===== src/rtl/inventario_dual_stock_pkg.sv =====
// Shared types and helpers for the dual-product stock keeper.
package inventario_pkg;

  typedef enum logic [1:0] {
    RS_IDLE,
    RS_LOAD,
    RS_ACK
  } rs_state_t;

  localparam logic PROD_A = 1'b0;
  localparam logic PROD_B = 1'b1;

  // Widened add with an optional simultaneous decrement, clamped to max; an empty sum never wraps.
  function automatic int unsigned sat_add(input int unsigned cnt,
                                          input int unsigned qty,
                                          input logic        dec,
                                          input int unsigned max);
    int unsigned sum;
    sum = cnt + qty;
    if (dec && (sum != 0)) sum = sum - 1;
    if (sum > max) sum = max;
    return sum;
  endfunction

endpackage


===== src/rtl/inventario_dual_stock_stock_counter.sv =====
// One product's stock: sale edge detect, saturating counter, in-stock/low decode, underflow pulse.
module stock_counter
  import inventario_pkg::*;
#(
  parameter int CNT_W     = 4,
  parameter int INIT      = 5,
  parameter int MAX_STOCK = 15,
  parameter int LOW_THR   = 2
) (
  input  logic             clk1,
  input  logic             reset1,
  input  logic             sale_lvl,
  input  logic             load,
  input  logic [CNT_W-1:0] qty,
  output logic [CNT_W-1:0] cnt,
  output logic             in_stock,
  output logic             low,
  output logic             under,
  output logic             sold
);

  logic prev;
  logic sale;
  logic empty_now;

  assign sale = sale_lvl & ~prev;

  // During a load the restock quantity can cover the sale, so only an empty sum underflows.
  assign empty_now = load ? ((cnt == '0) && (qty == '0)) : (cnt == '0);
  assign sold      = sale & ~empty_now;

  assign in_stock = (cnt != '0);
  assign low      = (cnt != '0) && (cnt <= CNT_W'(LOW_THR));

  always_ff @(posedge clk1 or posedge reset1) begin
    if (reset1) begin
      prev  <= 1'b0;
      cnt   <= CNT_W'(INIT);
      under <= 1'b0;
    end else begin
      prev  <= sale_lvl;
      under <= sale & empty_now;
      if (load)
        cnt <= CNT_W'(sat_add(32'(cnt), 32'(qty), sale, 32'(MAX_STOCK)));
      else if (sold)
        cnt <= cnt - CNT_W'(1);
    end
  end

endmodule


===== src/rtl/inventario_dual_stock.sv =====
// Dual-product stock keeper: restock handshake FSM feeding two stock counters.
// Optional macro SALES_TALLY_EN builds saturating per-product sales tallies.
module inventario_dual_stock
  import inventario_pkg::*;
#(
  parameter int CNT_W     = 4,
  parameter int INIT_A    = 5,
  parameter int INIT_B    = 5,
  parameter int MAX_STOCK = 15,
  parameter int LOW_THR   = 2
) (
  input  logic             clk1,
  input  logic             reset1,
  input  logic             L,
  input  logic             L2,
  input  logic             restock_req,
  input  logic             restock_sel,
  input  logic [CNT_W-1:0] restock_qty,
  output logic             restock_ack,
  output logic             E,
  output logic             E2,
  output logic [CNT_W-1:0] cnt_a,
  output logic [CNT_W-1:0] cnt_b,
  output logic             low_a,
  output logic             low_b,
  output logic             err_under,
  output logic [7:0]       sales_a,
  output logic [7:0]       sales_b
);

  rs_state_t        state;
  logic             sel_q;
  logic [CNT_W-1:0] qty_q;
  logic             load_a;
  logic             load_b;
  logic             under_a;
  logic             under_b;
  logic             sold_a;
  logic             sold_b;

  // Ack is registered one cycle into RS_ACK and released on the edge that sees req low.
  always_ff @(posedge clk1 or posedge reset1) begin
    if (reset1) begin
      state       <= RS_IDLE;
      sel_q       <= PROD_A;
      qty_q       <= '0;
      restock_ack <= 1'b0;
    end else begin
      case (state)
        RS_IDLE: begin
          if (restock_req) begin
            sel_q <= restock_sel;
            qty_q <= restock_qty;
            state <= RS_LOAD;
          end
        end
        RS_LOAD: state <= RS_ACK;
        RS_ACK: begin
          if (!restock_req) begin
            restock_ack <= 1'b0;
            state       <= RS_IDLE;
          end else begin
            restock_ack <= 1'b1;
          end
        end
        default: state <= RS_IDLE;
      endcase
    end
  end

  assign load_a = (state == RS_LOAD) && (sel_q == PROD_A);
  assign load_b = (state == RS_LOAD) && (sel_q == PROD_B);

  stock_counter #(
    .CNT_W(CNT_W), .INIT(INIT_A), .MAX_STOCK(MAX_STOCK), .LOW_THR(LOW_THR)
  ) u_stock_a (
    .clk1(clk1), .reset1(reset1), .sale_lvl(L), .load(load_a), .qty(qty_q),
    .cnt(cnt_a), .in_stock(E), .low(low_a), .under(under_a), .sold(sold_a)
  );

  stock_counter #(
    .CNT_W(CNT_W), .INIT(INIT_B), .MAX_STOCK(MAX_STOCK), .LOW_THR(LOW_THR)
  ) u_stock_b (
    .clk1(clk1), .reset1(reset1), .sale_lvl(L2), .load(load_b), .qty(qty_q),
    .cnt(cnt_b), .in_stock(E2), .low(low_b), .under(under_b), .sold(sold_b)
  );

  assign err_under = under_a | under_b;

`ifdef SALES_TALLY_EN
  // Tallies count only accepted sales and hold at 255.
  always_ff @(posedge clk1 or posedge reset1) begin
    if (reset1) begin
      sales_a <= 8'd0;
      sales_b <= 8'd0;
    end else begin
      if (sold_a && (sales_a != 8'hFF)) sales_a <= sales_a + 8'd1;
      if (sold_b && (sales_b != 8'hFF)) sales_b <= sales_b + 8'd1;
    end
  end
`else
  logic unused_sold;
  assign unused_sold = sold_a ^ sold_b;
  assign sales_a     = 8'd0;
  assign sales_b     = 8'd0;
`endif

endmodule


===== config.mk =====
export PLATFORM = sky130hd
export DESIGN_NAME = inventario_dual_stock
export DESIGN_NICKNAME = d
export VERILOG_FILES = /design/src/rtl/inventario_dual_stock_pkg.sv /design/src/rtl/inventario_dual_stock_stock_counter.sv /design/src/rtl/inventario_dual_stock.sv
export SDC_FILE = /design/constraint.sdc
export NUM_CORES = 1
export LEC_CHECK = 0
export BUFFER_PORTS_ARGS = -buffer_cell sky130_fd_sc_hd__clkbuf_2
export CELL_PAD_IN_SITES_DETAIL_PLACEMENT = 0
export CELL_PAD_IN_SITES_GLOBAL_PLACEMENT = 1
export CORE_MARGIN = 4
export CORE_UTILIZATION = 40
export DETAILED_ROUTE_END_ITERATION = 10
export PLACE_DENSITY = 0.9
export SETUP_SLACK_MARGIN = 0.05
export SYNTH_ARGS = -nofsm -noshare
export SYNTH_HDL_FRONTEND = slang
export SYNTH_SLANG_ARGS = --single-unit

===== constraint.sdc =====
create_clock -name clk1 -period 3.6 [get_ports clk1]
set_clock_uncertainty 0.1 [all_clocks]
set_input_delay 0.18 -clock clk1 [delete_from_list [all_inputs] [get_ports clk1]]
set_output_delay 0.18 -clock clk1 [all_outputs]
set_load 0.05 [all_outputs]

==> metrics <==
run status=completed; count of max-cap constraint violations=0; Worst Hold Margin=0.0546 ns; depth of the CTS H-tree=1; Initial Utilization=42.2%; post-synthesis sequential area ratio=29.5%; critical path startpoint category=flip-flop; Top Family by Delay on Critical Path=adder cells; mean post-synth cell area=8.82 sq um; number of clock buffers inserted by TritonCTS=3; Critical Path RT=3.60 ns; Max Freq=348 MHz; residual DRC count=0; fraction of met1 tracks used by global routing=18.9%; path type of the worst setup path=reg2reg; final total negative setup slack=0 ns; met3 Use GR=1.78%; area growth from synthesis to layout=10.8%; number of instances in the synthesized netlist=194; Max clock buf depth=2; Hold Crit Start=restock_qty[2]; I/O pins=40; vias per inst=5.07; total setup buffers inserted after CTS=0; top-area cell type share of the netlist area=23.4%; width of the chip=73.4 microns; Final Wtd Congestion=0.851; total of cells resized after clock tree synthesis=0; total number of yosys warnings=0; reg2reg path depth=11; vias in the first global route=1249; root buffer cell=clkbuf_8; routed length per placed instance=12.8 microns; Final Slew Violations=0; grt total ovfl=0; port buffer count=23; initial antenna violation count=0; global routing usage summed across all routing layers=13.7%; TritonCTS clock tree=yes; crit path from=u_stock_a.cnt[0]; first-pass GRT wire length=5890 microns; transition time of the tightest slew-check pin=0.767 ns; final hold violation count=0; busiest grt layer=met2; most frequently used flop master after synthesis=dfrtp_1; antenna violation net count after detailed routing=0; Sinks on Clock Net=20; leading area contributor after synthesis=dfrtp_1; slew margin rel.=48.8%; number of distinct library cells after synthesis=41; CP Max Fanout=5; top library cells by usage in the layout, fill and taps aside=24 x nand2_1, 23 x clkbuf_2, 21 x nor2_1, 18 x ha_1; number of iterations in the first detailed-routing pass=4; final worst path period share=79.7%; Critical Path Sink Type=flip-flop; buffering stage count on the worst path with inverters included=1; cell seen most often among critical-path stages=ha_1; cell area after synthesis=1710 sq um; share of final-layout standard cells stronger than drive strength 1=18.9%; beginning of the worst register-to-register path=u_stock_a.cnt[0]; dominant combinational cell family by area after synthesis=simple AND/OR/NAND/NOR gates; GR Util met2=22.6%; routed vias=1379; fraction of synthesized area in multiplexers=5.92%; clock slew at reported path FFs=0.07 ns; Hold WC Path Type=in2reg; starting DRC count in detailed routing=90; async set-reset flop share out of synthesis=100%; main area contributors after synthesis=dfrtp_1 23%, ha_1 13%, buf_4 7.0%; core area=4060 sq um; post-detail-place hpwl=2840 microns; terminus of the critical flop-to-flop path=u_stock_a.cnt[3]; simple-gate share of the synthesized area=18.6%; share of synthesized cell area in full adder, half adder and majority cells=15.5%; number of flip-flops and latches in the synthesized netlist=20; number of cells on the worst hold path=2; Synth Area in Compound Gates=15.2%; clock period minus worst slack=2.87 ns; endpoint of the worst hold-timing path=qty_q[2]; register-to-register setup slack=0.73 ns; Routed WL=3480 microns; parity-gate share of the synthesized area counting xor and xnor cells=5.12%; highest-delay cell along the critical path=dfstp_2; Final Setup Violations=0; overall die area=5390 sq um; die extent in y=73.4 microns; slowest cell delay on critical path=0.58 ns; commonest non-fill, non-tap cell in the layout=nand2_1; data arrival time of the critical path=2.87 ns; number of enable-type register cells in the synthesized netlist=0; maximum number of pins on one net before global-route repair=21; num rows=23; unrepaired setup endpoints after global routing=false; final net count=254; insertion delay to the later sink of the worst-skew pair=0.25 ns; cell chain of the critical path=ha_1 -> fa_1 -> inv_1 -> ha_1 -> nand2_1 -> nor2_1 -> ha_1 -> nor2b_1 -> o311ai_0 -> mux2i_1 -> o221ai_1; # diodes=0
==> repair_timing <==
action                                  4_1_cts  5_1_grt
hold buffers                                  3        0
hold endpoints to repair                     18        0
endpoints found under the setup margin        0        0
==> cell usage after synthesis (4+ instances only) <==
cell type / number
a21o_1: 4
dfrtp_1: 16
o21ai_0: 6
dfstp_2: 4
a21oi_1: 9
nor2_1: 21
mux2_2: 5
buf_4: 16
nand2_1: 24
ha_1: 18
xnor2_1: 7
inv_1: 13
nor2b_1: 5
==> registers in the layout, summed over array words and instances, names as in the netlist <==
register / flops
qty_q: 4
restock_ack: 1
sel_q: 1
state: 2
u_stock_a.cnt: 4
u_stock_a.prev: 1
u_stock_a.under: 1
u_stock_b.cnt: 4
u_stock_b.prev: 1
u_stock_b.under: 1
==> cell type report <==
cell class | count | area [sq um]
clock buffers | 3 | 41.3
fillers | 398 | 2160
inverters | 13 | 48.8
multi-input cells | 160 | 1090
flip-flops and latches | 20 | 505
well taps | 50 | 62.6
repair buffers | 26 | 145
==> layer usage <==
| layer | up-vias | share of wire, % |
|---|---|---|
| met5 | - | 0 |
| met4 | 0 | 0 |
| met3 | 0 | 4.9 |
| met2 | 37 | 48 |
| met1 | 644 | 47 |
| li1 | 698 | - |
==> stage by stage <==
| step | utilization, % | instance area, sq um | setup slack, ns | instances |
|---|---|---|---|---|
| after floorplan | - | 1770 | 0.810 | 209 |
| after CTS | 46.7 | 1900 | 0.721 | 272 |
| after detailed placement | 45.0 | 1830 | 0.741 | 266 |
| after global routing | 46.7 | 1900 | 0.465 | 272 |
| final | 46.7 | 1900 | 0.730 | 272 |
| after global placement | 45.0 | 1830 | 0.767 | 266 |
==> cells by family after synthesis <==
family / Yosys count
buffers and inverters: 29
AND/OR/NAND/NOR: 67
XOR/XNOR: 10
adder cells (fa/ha/maj): 20
multiplexers: 9
flip-flops: 20
other: 1
AO/OA/AOI/OAI: 38
==> how the worst max path moves through the flow <==
stage / endpoint / slack [ns] / cells past startpoint
floorplan: u_stock_a.cnt[3] / 0.81 / 11
global placement: u_stock_a.cnt[3] / 0.77 / 11
detailed placement: u_stock_a.cnt[3] / 0.74 / 11
CTS: u_stock_a.cnt[3] / 0.72 / 11
global route: u_stock_a.cnt[3] / 0.47 / 11
finish: u_stock_a.cnt[3] / 0.73 / 11
Power is not shown: default switching activity piles up to over one toggle a cycle in this logic, so the estimate is an artifact.
